File: config.mk
export PLATFORM = sky130hd
export DESIGN_NAME = pipeline_hazard_ctrl_flat
export DESIGN_NICKNAME = d
export VERILOG_FILES = /design/src/rtl/pipeline_hazard_ctrl_pkg.sv /design/src/rtl/pipeline_hazard_ctrl_if.sv /design/src/rtl/pipeline_hazard_ctrl_sat_counter.sv /design/src/rtl/pipeline_hazard_ctrl.sv /design/src/flat_wrapper.sv
export SDC_FILE = /design/constraint.sdc
export NUM_CORES = 1
export LEC_CHECK = 0
export CAP_MARGIN = 20
export CORE_MARGIN = 2
export CORE_UTILIZATION = 40
export CTS_CLUSTER_DIAMETER = 40
export DETAILED_ROUTE_END_ITERATION = 16
export PLACE_DENSITY = 0.76
export SYNTH_ARGS = -nofsm -noshare
export SYNTH_HDL_FRONTEND = slang
export SYNTH_SLANG_ARGS = --single-unit
File: constraint.sdc
create_clock -name clk -period 2.9 [get_ports clk]
set_clock_uncertainty 0.05 [all_clocks]
set_input_delay 0.29 -clock clk [delete_from_list [all_inputs] [get_ports clk]]
set_output_delay 0.29 -clock clk [all_outputs]
set_load 0.01 [all_outputs]
File: src/rtl/pipeline_hazard_ctrl_pkg.sv
// Shared types and constants for the pipeline stall/flush sequencer.
package pipe_ctrl_pkg;

  // Controller state: normal flow, or holding the front end while a
  // multi-cycle EX operation completes.
  typedef enum logic {
    RUN     = 1'b0,
    MC_WAIT = 1'b1
  } state_t;

  // Default register index width of the core.
  localparam int REG_W = 5;

  // Index of the hard-wired zero register; writes to it never create a hazard.
  localparam int unsigned X0_IDX = 0;

endpackage

File: src/rtl/pipeline_hazard_ctrl_if.sv
// Bundle between the pipeline datapath and the hazard controller.
// There is no valid/ready handshake on this bundle: every signal is a level
// sampled each cycle. Hazard inputs flow datapath -> controller, and the
// stage enables/flushes plus the perf counters flow controller -> datapath.
interface pipeline_hazard_ctrl_if #(
  parameter int REG_W = 5,
  parameter int CNT_W = 32
);
  import pipe_ctrl_pkg::*;

  logic [REG_W-1:0] id_rs1;
  logic [REG_W-1:0] id_rs2;
  logic             id_rs1_used;
  logic             id_rs2_used;
  logic [REG_W-1:0] ex_rd;
  logic             ex_mem_read;
  logic             ex_mispredict;
  logic             mc_start;
  logic             mc_done;
  logic             dmem_stall;

  logic             pc_en;
  logic             if_id_en;
  logic             if_id_flush;
  logic             if_flush_mark;
  logic             id_ex_en;
  logic             id_ex_flush;
  logic             ex_mem_en;
  logic             ex_mem_flush;
  logic [CNT_W-1:0] stall_cnt;
  logic [CNT_W-1:0] flush_cnt;

  // Current controller state, exported for observation.
  state_t           dbg_state;

  // Datapath side: reports hazards, consumes enables.
  modport master (
    output id_rs1, id_rs2, id_rs1_used, id_rs2_used, ex_rd, ex_mem_read,
           ex_mispredict, mc_start, mc_done, dmem_stall,
    input  pc_en, if_id_en, if_id_flush, if_flush_mark, id_ex_en, id_ex_flush,
           ex_mem_en, ex_mem_flush, stall_cnt, flush_cnt, dbg_state
  );

  // Controller side.
  modport slave (
    input  id_rs1, id_rs2, id_rs1_used, id_rs2_used, ex_rd, ex_mem_read,
           ex_mispredict, mc_start, mc_done, dmem_stall,
    output pc_en, if_id_en, if_id_flush, if_flush_mark, id_ex_en, id_ex_flush,
           ex_mem_en, ex_mem_flush, stall_cnt, flush_cnt, dbg_state
  );

endinterface

File: src/rtl/pipeline_hazard_ctrl_sat_counter.sv
// Saturating up-counter used for the performance counters.
module sat_counter #(
  parameter int CNT_W = 32
) (
  input  logic             clk,
  input  logic             rst,
  input  logic             inc,
  input  logic             clr,
  output logic [CNT_W-1:0] cnt
);

  logic [CNT_W-1:0] cnt_q;
  logic [CNT_W-1:0] cnt_d;

  // Next count: clear wins, otherwise step unless already at all-ones.
  always_comb begin
    cnt_d = cnt_q;
    if (clr) begin
      cnt_d = '0;
    end else if (inc && (cnt_q != {CNT_W{1'b1}})) begin
      cnt_d = cnt_q + 1'b1;
    end
  end

  // Count register.
  always_ff @(posedge clk or posedge rst) begin
    if (rst) begin
      cnt_q <= '0;
    end else begin
      cnt_q <= cnt_d;
    end
  end

  assign cnt = cnt_q;

endmodule

File: src/rtl/pipeline_hazard_ctrl.sv
// Central stall/flush sequencer for the 5-stage pipe. Stage controls are
// combinational from state and hazard inputs; priority is
// dmem freeze > redirect > multi-cycle wait > load-use > normal flow.
module pipeline_hazard_ctrl
  import pipe_ctrl_pkg::*;
#(
  parameter int REG_W        = pipe_ctrl_pkg::REG_W,
  parameter int FLUSH_CYCLES = 2,
  parameter int CNT_W        = 32
) (
  input  logic                  clk,
  input  logic                  rst,
  pipeline_hazard_ctrl_if.slave bus
);

  // Width that holds FLUSH_CYCLES-1; at least one bit so FLUSH_CYCLES=1 works.
  localparam int FL_W = (FLUSH_CYCLES > 1) ? $clog2(FLUSH_CYCLES) : 1;

  state_t          state_q, state_d;
  logic [FL_W-1:0] flush_left_q, flush_left_d;
  logic            redirect_pend_q, redirect_pend_d;

  logic pc_en, if_id_en, if_id_flush, if_flush_mark;
  logic id_ex_en, id_ex_flush, ex_mem_en, ex_mem_flush;
  logic flush_inc;
  logic load_use;
  logic redirect;

  // A load in EX whose destination feeds the instruction in ID.
  always_comb begin
    load_use = bus.ex_mem_read && (bus.ex_rd != REG_W'(X0_IDX)) &&
               ((bus.id_rs1_used && (bus.id_rs1 == bus.ex_rd)) ||
                (bus.id_rs2_used && (bus.id_rs2 == bus.ex_rd)));
  end

  assign redirect = bus.ex_mispredict || redirect_pend_q;

  // Priority mux for stage controls plus next-state for the FSM and counters.
  always_comb begin
    pc_en           = 1'b0;
    if_id_en        = 1'b0;
    if_id_flush     = 1'b0;
    if_flush_mark   = 1'b0;
    id_ex_en        = 1'b0;
    id_ex_flush     = 1'b0;
    ex_mem_en       = 1'b0;
    ex_mem_flush    = 1'b0;
    flush_inc       = 1'b0;
    state_d         = state_q;
    flush_left_d    = flush_left_q;
    redirect_pend_d = redirect_pend_q;

    if (rst) begin
      // Everything held quiet while reset is asserted.
    end else if (bus.dmem_stall) begin
      // Global freeze; a mispredict seen now is remembered and applied later.
      if (bus.ex_mispredict) begin
        redirect_pend_d = 1'b1;
      end
    end else if (redirect) begin
      // Redirect squashes IF/ID and ID/EX; the branch itself retires into MEM.
      // Any pending multi-cycle op is younger than the branch and is abandoned.
      pc_en           = 1'b1;
      if_id_flush     = 1'b1;
      if_flush_mark   = 1'b1;
      id_ex_flush     = 1'b1;
      ex_mem_en       = 1'b1;
      redirect_pend_d = 1'b0;
      flush_left_d    = FL_W'(FLUSH_CYCLES - 1);
      flush_inc       = 1'b1;
      state_d         = RUN;
    end else if (state_q == MC_WAIT) begin
      // Front end held; MEM sees bubbles until the result is ready, then the
      // op moves into MEM and ID/EX takes a bubble behind it.
      ex_mem_en = 1'b1;
      if (bus.mc_done) begin
        id_ex_flush = 1'b1;
        state_d     = RUN;
      end else begin
        ex_mem_flush = 1'b1;
      end
    end else begin
      if (load_use) begin
        // Hold PC and IF/ID for one cycle, write a bubble into ID/EX.
        id_ex_en    = 1'b1;
        id_ex_flush = 1'b1;
        ex_mem_en   = 1'b1;
      end else begin
        pc_en     = 1'b1;
        if_id_en  = 1'b1;
        id_ex_en  = 1'b1;
        ex_mem_en = 1'b1;
        // Stale fetches after a redirect are marked until the count drains.
        if (flush_left_q != '0) begin
          if_flush_mark = 1'b1;
          flush_left_d  = flush_left_q - 1'b1;
        end
      end
      // A multi-cycle op finishing in its launch cycle needs no wait.
      if (bus.mc_start && !bus.mc_done) begin
        state_d = MC_WAIT;
      end
    end
  end

  // State, redirect bookkeeping.
  always_ff @(posedge clk or posedge rst) begin
    if (rst) begin
      state_q         <= RUN;
      flush_left_q    <= '0;
      redirect_pend_q <= 1'b0;
    end else begin
      state_q         <= state_d;
      flush_left_q    <= flush_left_d;
      redirect_pend_q <= redirect_pend_d;
    end
  end

  sat_counter #(.CNT_W(CNT_W)) u_stall_cnt (
    .clk (clk),
    .rst (rst),
    .inc (!pc_en),
    .clr (1'b0),
    .cnt (bus.stall_cnt)
  );

  sat_counter #(.CNT_W(CNT_W)) u_flush_cnt (
    .clk (clk),
    .rst (rst),
    .inc (flush_inc),
    .clr (1'b0),
    .cnt (bus.flush_cnt)
  );

  assign bus.pc_en         = pc_en;
  assign bus.if_id_en      = if_id_en;
  assign bus.if_id_flush   = if_id_flush;
  assign bus.if_flush_mark = if_flush_mark;
  assign bus.id_ex_en      = id_ex_en;
  assign bus.id_ex_flush   = id_ex_flush;
  assign bus.ex_mem_en     = ex_mem_en;
  assign bus.ex_mem_flush  = ex_mem_flush;
  assign bus.dbg_state     = state_q;

endmodule

File: src/flat_wrapper.sv
// flat-port wrapper written by rule: the top's interface ports become plain ports
module pipeline_hazard_ctrl_flat import pipe_ctrl_pkg::*;
#(
  parameter int REG_W        = pipe_ctrl_pkg::REG_W,
  parameter int FLUSH_CYCLES = 2,
  parameter int CNT_W        = 32
)
  (clk, rst, bus_id_rs1, bus_id_rs2, bus_id_rs1_used, bus_id_rs2_used, bus_ex_rd, bus_ex_mem_read, bus_ex_mispredict, bus_mc_start, bus_mc_done, bus_dmem_stall, bus_pc_en, bus_if_id_en, bus_if_id_flush, bus_if_flush_mark, bus_id_ex_en, bus_id_ex_flush, bus_ex_mem_en, bus_ex_mem_flush, bus_stall_cnt, bus_flush_cnt, bus_dbg_state);
  pipeline_hazard_ctrl_if #(.REG_W(REG_W), .CNT_W(CNT_W)) bus_i ();
  input  logic clk;
  input  logic rst;
  input wire logic [$bits(bus_i.id_rs1)-1:0] bus_id_rs1;
  input wire logic [$bits(bus_i.id_rs2)-1:0] bus_id_rs2;
  input wire logic [$bits(bus_i.id_rs1_used)-1:0] bus_id_rs1_used;
  input wire logic [$bits(bus_i.id_rs2_used)-1:0] bus_id_rs2_used;
  input wire logic [$bits(bus_i.ex_rd)-1:0] bus_ex_rd;
  input wire logic [$bits(bus_i.ex_mem_read)-1:0] bus_ex_mem_read;
  input wire logic [$bits(bus_i.ex_mispredict)-1:0] bus_ex_mispredict;
  input wire logic [$bits(bus_i.mc_start)-1:0] bus_mc_start;
  input wire logic [$bits(bus_i.mc_done)-1:0] bus_mc_done;
  input wire logic [$bits(bus_i.dmem_stall)-1:0] bus_dmem_stall;
  output wire logic [$bits(bus_i.pc_en)-1:0] bus_pc_en;
  output wire logic [$bits(bus_i.if_id_en)-1:0] bus_if_id_en;
  output wire logic [$bits(bus_i.if_id_flush)-1:0] bus_if_id_flush;
  output wire logic [$bits(bus_i.if_flush_mark)-1:0] bus_if_flush_mark;
  output wire logic [$bits(bus_i.id_ex_en)-1:0] bus_id_ex_en;
  output wire logic [$bits(bus_i.id_ex_flush)-1:0] bus_id_ex_flush;
  output wire logic [$bits(bus_i.ex_mem_en)-1:0] bus_ex_mem_en;
  output wire logic [$bits(bus_i.ex_mem_flush)-1:0] bus_ex_mem_flush;
  output wire logic [$bits(bus_i.stall_cnt)-1:0] bus_stall_cnt;
  output wire logic [$bits(bus_i.flush_cnt)-1:0] bus_flush_cnt;
  output wire logic [$bits(bus_i.dbg_state)-1:0] bus_dbg_state;
  assign bus_i.id_rs1 = bus_id_rs1;
  assign bus_i.id_rs2 = bus_id_rs2;
  assign bus_i.id_rs1_used = bus_id_rs1_used;
  assign bus_i.id_rs2_used = bus_id_rs2_used;
  assign bus_i.ex_rd = bus_ex_rd;
  assign bus_i.ex_mem_read = bus_ex_mem_read;
  assign bus_i.ex_mispredict = bus_ex_mispredict;
  assign bus_i.mc_start = bus_mc_start;
  assign bus_i.mc_done = bus_mc_done;
  assign bus_i.dmem_stall = bus_dmem_stall;
  assign bus_pc_en = bus_i.pc_en;
  assign bus_if_id_en = bus_i.if_id_en;
  assign bus_if_id_flush = bus_i.if_id_flush;
  assign bus_if_flush_mark = bus_i.if_flush_mark;
  assign bus_id_ex_en = bus_i.id_ex_en;
  assign bus_id_ex_flush = bus_i.id_ex_flush;
  assign bus_ex_mem_en = bus_i.ex_mem_en;
  assign bus_ex_mem_flush = bus_i.ex_mem_flush;
  assign bus_stall_cnt = bus_i.stall_cnt;
  assign bus_flush_cnt = bus_i.flush_cnt;
  assign bus_dbg_state = bus_i.dbg_state;
  pipeline_hazard_ctrl #(.REG_W(REG_W), .FLUSH_CYCLES(FLUSH_CYCLES), .CNT_W(CNT_W)) u_core (.clk(clk), .rst(rst), .bus(bus_i));
endmodule
==> impl_results.md, run 1 <==
- GP Congestion: ~0.90
- Gate power share: between 20% and 30%
- Worst min path class: in -> async
- Largest net degree at the start of global routing: 39
- Fin. max-slew vios: 0
- Total clock sinks: 67
- Die area: approximately 0.0095 sq mm
- Fin. Hold Viols: 0
- Layout Cells excl Fill: between 500 and 600
- GR Overflow Total: 0
- Antenna diodes: 0
- Setup crit end kind: primary output
- Slowest stage delay, CP: 0.53 ns
- Top_reg_cell synth: dfrtp_1
- Register share of total power: between 40% and 50%
- Cells along the critical path: clkdlybuf4s50_1 > or3_1 > o221a_2 > nor2_2 > or2_2 > o21a_1 > clkdlybuf4s50_1
- Vias in the first global route: between 2000 and 3000
- Clk pwr share: between 20% and 30%
- Ranking of synthesized cells by area: dfrtp_1 48%, xor2_1 11%, xnor2_1 7.5%, nor4_1 4.8%, nand3_1 3.7%
- Final WL: around 8300 um
- Postcts setup bufs: 0
- Vias/cell: 5.37
- EDFF count, synth: 0
- Net Sw Frac: 31.0%
- Total GRT Usage: 18.1%
- Crit share post-route: 91.7%
- Placed cell count: approximately 550
- Die width: between 90 and 100 um
- CP dominant cell by count: clkdlybuf4s50_1
- Slowest CP cell: clkdlybuf4s50_1
- #FFs+latches synth: between 60 and 70
- Max FO, Critical Path: 3
- CP Launch Type: input pin
- Layout area overhead: 37.3%
- First-pass detailed-route iteration total: 4
- Mapped Area: ~0.0035 sq mm
- Placement Cell Area: 0.00461 sq mm
- Worst rel slew slack: between 40% and 50%
- Worst R2R Setup Slack: roughly 0.48 ns
- Post-DRT Antenna Nets: 0
- Avg Inst Size Synth: about 10 sq um
- Post-synth top area share: between 40% and 50%
- Routed vias: around 3000
- Synth warn: 0
- Post-synthesis cell type count: 42
- Starting Density: between 40% and 50%
- Die Span Y: between 90 and 100 um
- Max Cap Viol: 0
- Reg2reg end: u_core.u_stall_cnt.cnt[3]
- Row count: 34
- CTS tree: built
- WP data arrival: 2.32 ns
- Post-synth top area cell: dfrtp_1
- Min Tclk post-route: between 2 and 3 ns
- Initial antenna violation count: 0
- Root Buffer: clkbuf_8
- Commonest non-fill, non-tap cell in the layout: clkdlybuf4s50_1
- Slew @ Worst Pin: just under 0.9 ns
- Outcome: complete, no violations
- Power Internal: roughly 1.8 mW
- R2R cell count: 7
- WP data required: roughly 2.6 ns
- 1st-iter DRT viols: ~120
- Pwr dens: approximately 560 mW/mm^2
- Nets: roughly 480
- CTS Hold Bufs: 0
- Pwr Total: 2.67 mW
- Worst-path clk slew: ~0.070 ns
- Setup WS post-layout: between 0.2 and 0.25 ns
- Net count of the mapped netlist: 369
- Sequential area share after synthesis: between 40% and 50%
- First-pass GRT wire length: 14200 um
- Share of flip-flops with an asynchronous set or reset: 100%
- Wire per inst: roughly 15 um
- VDD IR max: about 0.34 mV
- Cts bufs inserted: 9
- Setup-failing EPs final: 0
- Sw power: between 0.8 and 0.9 mW
- Leak: 1.96 nW
- Drt drc: 0
- Core box area: roughly 0.0086 sq mm
- H-tree levels: 3
- F_max: between 300 and 400 MHz
- Share of layout cells above drive strength 1: between 8 and 9%
- Final instance area: between 0.004 and 0.005 sq mm
- HPWL Detailed: roughly 6000 um
- Worst slack at placement: 0.236 ns
- Reg-to-Reg Start: u_core.u_stall_cnt.cnt[0]
- IO buf count: 96
- Mapped Cells: ~340
- Clk_lat worst skew: ~0.33 ns
- Crit path from: bus_ex_rd[1]
- RSZ-0062 raised after global routing: no
- PostCTS Resize Cnt: 0
- Crit path kind: in -> out
- Ports: between 90 and 100
- Worst setup endpoint: bus_if_flush_mark
- Max Root-Sink Buffers: 2
- Most frequent cells in the layout: 96 x clkdlybuf4s50_1, 67 x dfrtp_1, 42 x xor2_1, 30 x xnor2_1, 27 x nor4_1
- Setup TNS: 0 ns
==> worst min-delay path by stage <==
stage | from | to | slack [ns] | cells after the start
finish | rst | u_core.redirect_pend_q | 0.35 | 3
global route | rst | u_core.redirect_pend_q | 0.38 | 3
CTS | rst | u_core.u_stall_cnt.cnt[24] | 0.35 | 3
detailed placement | u_core.flush_left_q | u_core.flush_left_q | 0.42 | 1
global placement | u_core.flush_left_q | u_core.flush_left_q | 0.42 | 1
floorplan | bus_ex_mispredict | u_core.redirect_pend_q | 0.39 | 2
==> sequential cells by signal (all words and copies together) (netlist names) <==
register	flops
u_core.u_stall_cnt.cnt	32
u_core.bus.dbg_state	1
u_core.redirect_pend_q	1
u_core.u_flush_cnt.cnt	32
u_core.flush_left_q	1
==> worst max-delay path, delay by kind of cell <==
family	cells	cell delay, ns
buffers and inverters	2	0.99
and+or+nand+nor	3	0.65
AOI/OAI and AO/OA	2	0.38
==> cell usage after synthesis, types with 2 or more instances <==
library cell and instances:
inv_1 9, buf_2 2, or3_1 4, nor4_2 2
nand3_1 26, mux2_2 2, nor3_1 7, nand4b_1 2
nor4b_1 5, clkbuf_1 7, and2_1 2, xor2_1 42
and4_1 4, dfrtp_1 67, or2_2 2, a21oi_1 6
nand4_1 19, xnor2_1 30, and3_1 7, nor4_1 27
nor3_2 2, nand2_1 26, o221a_2 2, a21o_1 2
nor2_1 21, ha_1 2
==> cell families after synthesis <==
kind of cell | count (synthesis) | share of synthesized area [%]
compound gates | 19 | 4.20
xor+xnor | 72 | 18.1
fa+ha+maj | 2 | 0.717
buf+inv | 20 | 2.44
flops | 67 | 48.1
mux | 2 | 0.646
simple gates | 161 | 25.9
==> power by group through the flow <==
| stage | clock network [mW] | registers, mW | logic (mW) |
|---|---|---|---|
| after floorplan | 0 | 1.30 | 0.266 |
| after global placement | 0 | 1.27 | 0.682 |
| after detailed placement | 0 | 1.27 | 0.701 |
| after CTS | 0.739 | 1.26 | 0.705 |
| after global routing | 0.783 | 1.29 | 0.763 |
| final | 0.711 | 1.26 | 0.696 |
==> stage by stage <==
| stage | util, % | hold WS (ns) |
|---|---|---|
| 6_report | 55.7 | 0.350 |
| 5_1_grt | 55.7 | 0.376 |
| 4_1_cts | 55.7 | 0.346 |
| 3_5_place_dp | 53.7 | 0.421 |
| 3_3_place_gp | 53.7 | 0.424 |
| 2_1_floorplan | - | 0.389 |
==> cell type report <==
cell class / instances / area [sq um]
timing repair buffer: 106 / 1040
multi-input combinational: 256 / 1730
inverter: 9 / 33.8
clock inverter: 2 / 10.0
fill: 763 / 3800
tap: 108 / 135
sequential: 67 / 1680
clock buffer: 13 / 169
==> routing by layer <==
| layer | share of wire (%) | GRT usage, % | wire [um] |
|---|---|---|---|
| met1 | 46 | 25.8 | 3880 |
| met2 | 47 | 27.1 | 3890 |
| met3 | 6.0 | 5.18 | 500 |
| met4 | 0.92 | 4.81 | 77 |
| met5 | 0 | 0 | 0 |
No activity file was read; power rests on OpenSTA's default activity.
==> inputs of run 2 (changes only) <==
--- a/config.mk
+++ b/config.mk
@@ -7,10 +7,9 @@
 export LEC_CHECK = 0
 export CAP_MARGIN = 20
 export CORE_MARGIN = 2
-export CORE_UTILIZATION = 40
-export CTS_CLUSTER_DIAMETER = 40
+export CORE_UTILIZATION = 48
 export DETAILED_ROUTE_END_ITERATION = 16
-export PLACE_DENSITY = 0.76
+export PLACE_DENSITY = 0.87
 export SYNTH_ARGS = -nofsm -noshare
 export SYNTH_HDL_FRONTEND = slang
 export SYNTH_SLANG_ARGS = --single-unit
==> run 2 against run 1 <==
Against the previous run: power increased by 1.8%; sequential share of layout area shrank 0.064 points; fmax is 1.7% lower; register-to-register slack worse by 0.07 ns; highest routed layer unchanged; setup slack got worse by 0.046 ns; largest power group unchanged; via count up 0.20%; global-route usage is 4.0 points higher.
==> impl_results.md, run 2 (synthesis results as in run 1) <==
- RSZ-0062 raised after global routing: no
- CTS Hold Bufs: 0
- GP Congestion: around 0.79
- First-pass detailed-route iteration total: 4
- VDD IR max: slightly above 0.5 mV
- Clk pwr share: between 20 and 30%
- GR Overflow Total: 0
- Wire per inst: between 15 and 20 um
- CTS tree: built
- Placement Cell Area: between 0.004 and 0.005 sq mm
- Die width: approximately 90 um
- Top cell family by delay on the critical path: buffers and inverters
- Nets: approximately 470
- Net Sw Frac: 30.6%
- CP Depth: 7
- Routed vias: 3019
- Core box area: 0.00714 sq mm
- Final WL: around 8400 um
- Reg area: 0.00168 sq mm
- H-tree levels: 3
- Pwr dens: 566 mW/mm^2
- Worst hold margin: ~0.19 ns
- WP data arrival: between 2 and 2.5 ns
- Power Internal: between 1.5 and 2 mW
- Worst rel slew slack: 47.3%
- WP data required: ~2.6 ns
- Setup-failing EPs final: 0
- Drt drc: 0
- Sw power: between 0.8 and 0.9 mW
- Initial antenna violation count: 0
- Total GRT Usage: about 22%
- Max Cap Viol: 0
- Crit path kind: in -> out
- PostCTS Resize Cnt: 0
- CP Launch Type: input pin
- Root Buffer: clkbuf_8
- Outcome: complete, no violations
- Fill cells: about 590
- Slowest CP cell: clkdlybuf4s50_1
- Antenna diodes: 0
- 1st-iter DRT viols: around 110
- Max Root-Sink Buffers: 2
- Fin util: 67.2%
- Total clock sinks: between 60 and 70
- Largest net degree at the start of global routing: 56
- Commonest non-fill, non-tap cell in the layout: clkdlybuf4s50_1
- Fin. Hold Viols: 0
- Worst min path class: in -> async
- IO buf count: 96
- Setup crit end kind: primary output
- Multi-input gate area in the final layout: roughly 0.0017 sq mm
- CP dominant cell by count: clkdlybuf4s50_1
- Gate power share: roughly a quarter
- Ports: just under 100
- Leak: 1.96 nW
- HPWL Detailed: just over 6000 um
- Crit share post-route: 93.3%
- Clk_lat worst skew: between 0.3 and 0.4 ns
- Starting Density: between 40% and 50%
- Slowest stage delay, CP: 0.53 ns
- R2R cell count: 7
- Cts bufs inserted: 9
- Worst-path clk slew: ~0.070 ns
- Vias/cell: approximately 5.5
- Register share of total power: 46.5%
- Layout area overhead: 37.6%
- First-pass GRT wire length: between 10000 and 15000 um
- Share of layout cells above drive strength 1: a little over 8%
- Pwr Total: 2.72 mW
- Max FO, Critical Path: 3
- Post-DRT Antenna Nets: 0
- Die Span Y: between 80 and 90 um
- Fin. max-slew vios: 0
- Setup TNS: 0 ns
- Slew @ Worst Pin: ~0.8 ns
- Row count: 31
- Final instance area: approximately 0.0048 sq mm
- Cells along the critical path: clkdlybuf4s50_1 > or3_1 > o221a_2 > nor2_2 > or2_2 > o21a_1 > clkdlybuf4s50_1
- WP buf/inv: 2
- Die area: between 0.007 and 0.008 sq mm
- Most frequent cells in the layout: 96 x clkdlybuf4s50_1, 67 x dfrtp_1, 42 x xor2_1, 30 x xnor2_1, 27 x nor4_1
- F_max: approximately 370 MHz
- Reg-to-Reg Start: u_core.u_stall_cnt.cnt[0]
- Min Tclk post-route: between 2 and 3 ns
- Postcts setup bufs: 0
- Crit path from: bus_ex_rd[1]
- Vias in the first global route: about 3000
## run 2: path summary, 6_finish.rpt
check / to / slack [ns]
setup / recovery: bus_if_flush_mark / 0.19
hold / removal: u_core.u_flush_cnt.cnt[13] / 0.19
setup reg to reg: u_core.u_stall_cnt.cnt[1] / 0.41
hold reg to reg: u_core.u_stall_cnt.cnt[30] / 0.44
max in group asynchronous: u_core.u_stall_cnt.cnt[11] / 2.02
min in group clk: u_core.u_stall_cnt.cnt[30] / 0.44
## run 2: layer usage
layer  vias to the layer above  share of wire [%]  global-route usage [%]
li1                       1440                  -                       -
met1                      1490                 44                    28.2
met2                        81                 49                    35.9
met3                         8                5.3                    6.46
met4                         0                1.1                    7.46
met5                         -                  0                       0
## run 2: stage by stage
stage                     cells  setup slack (ns)
final                       550             0.195
after global routing        550             0.135
after CTS                   550             0.199
after detailed placement    536             0.207
after global placement      536             0.265
after floorplan             343             0.729
## run 2: final cells by class
class	instances	area share (%)
tap	99	2.58
clock inverter	3	0.834
inverter	9	0.704
sequential	67	34.9
timing repair buffer	105	22.0
multi-input combinational	256	36.0
clock buffer	11	2.95
## run 2: power groups by stage
stage	logic (mW)	registers [mW]	clock network (mW)
after detailed placement	0.711	1.27	0
after floorplan	0.266	1.30	0
final	0.707	1.26	0.747
after global routing	0.775	1.28	0.811
after global placement	0.685	1.26	0
after CTS	0.715	1.26	0.764
## run 2: worst register-to-register path, stage by stage, from the launching register on
cell	delay, ns
dfrtp_1	0.42
ha_1	0.23
nand4_1	0.15
or3_1	0.48
nor4_2	0.47
buf_12	0.21
nor3_1	0.08
mux2_2	0.28
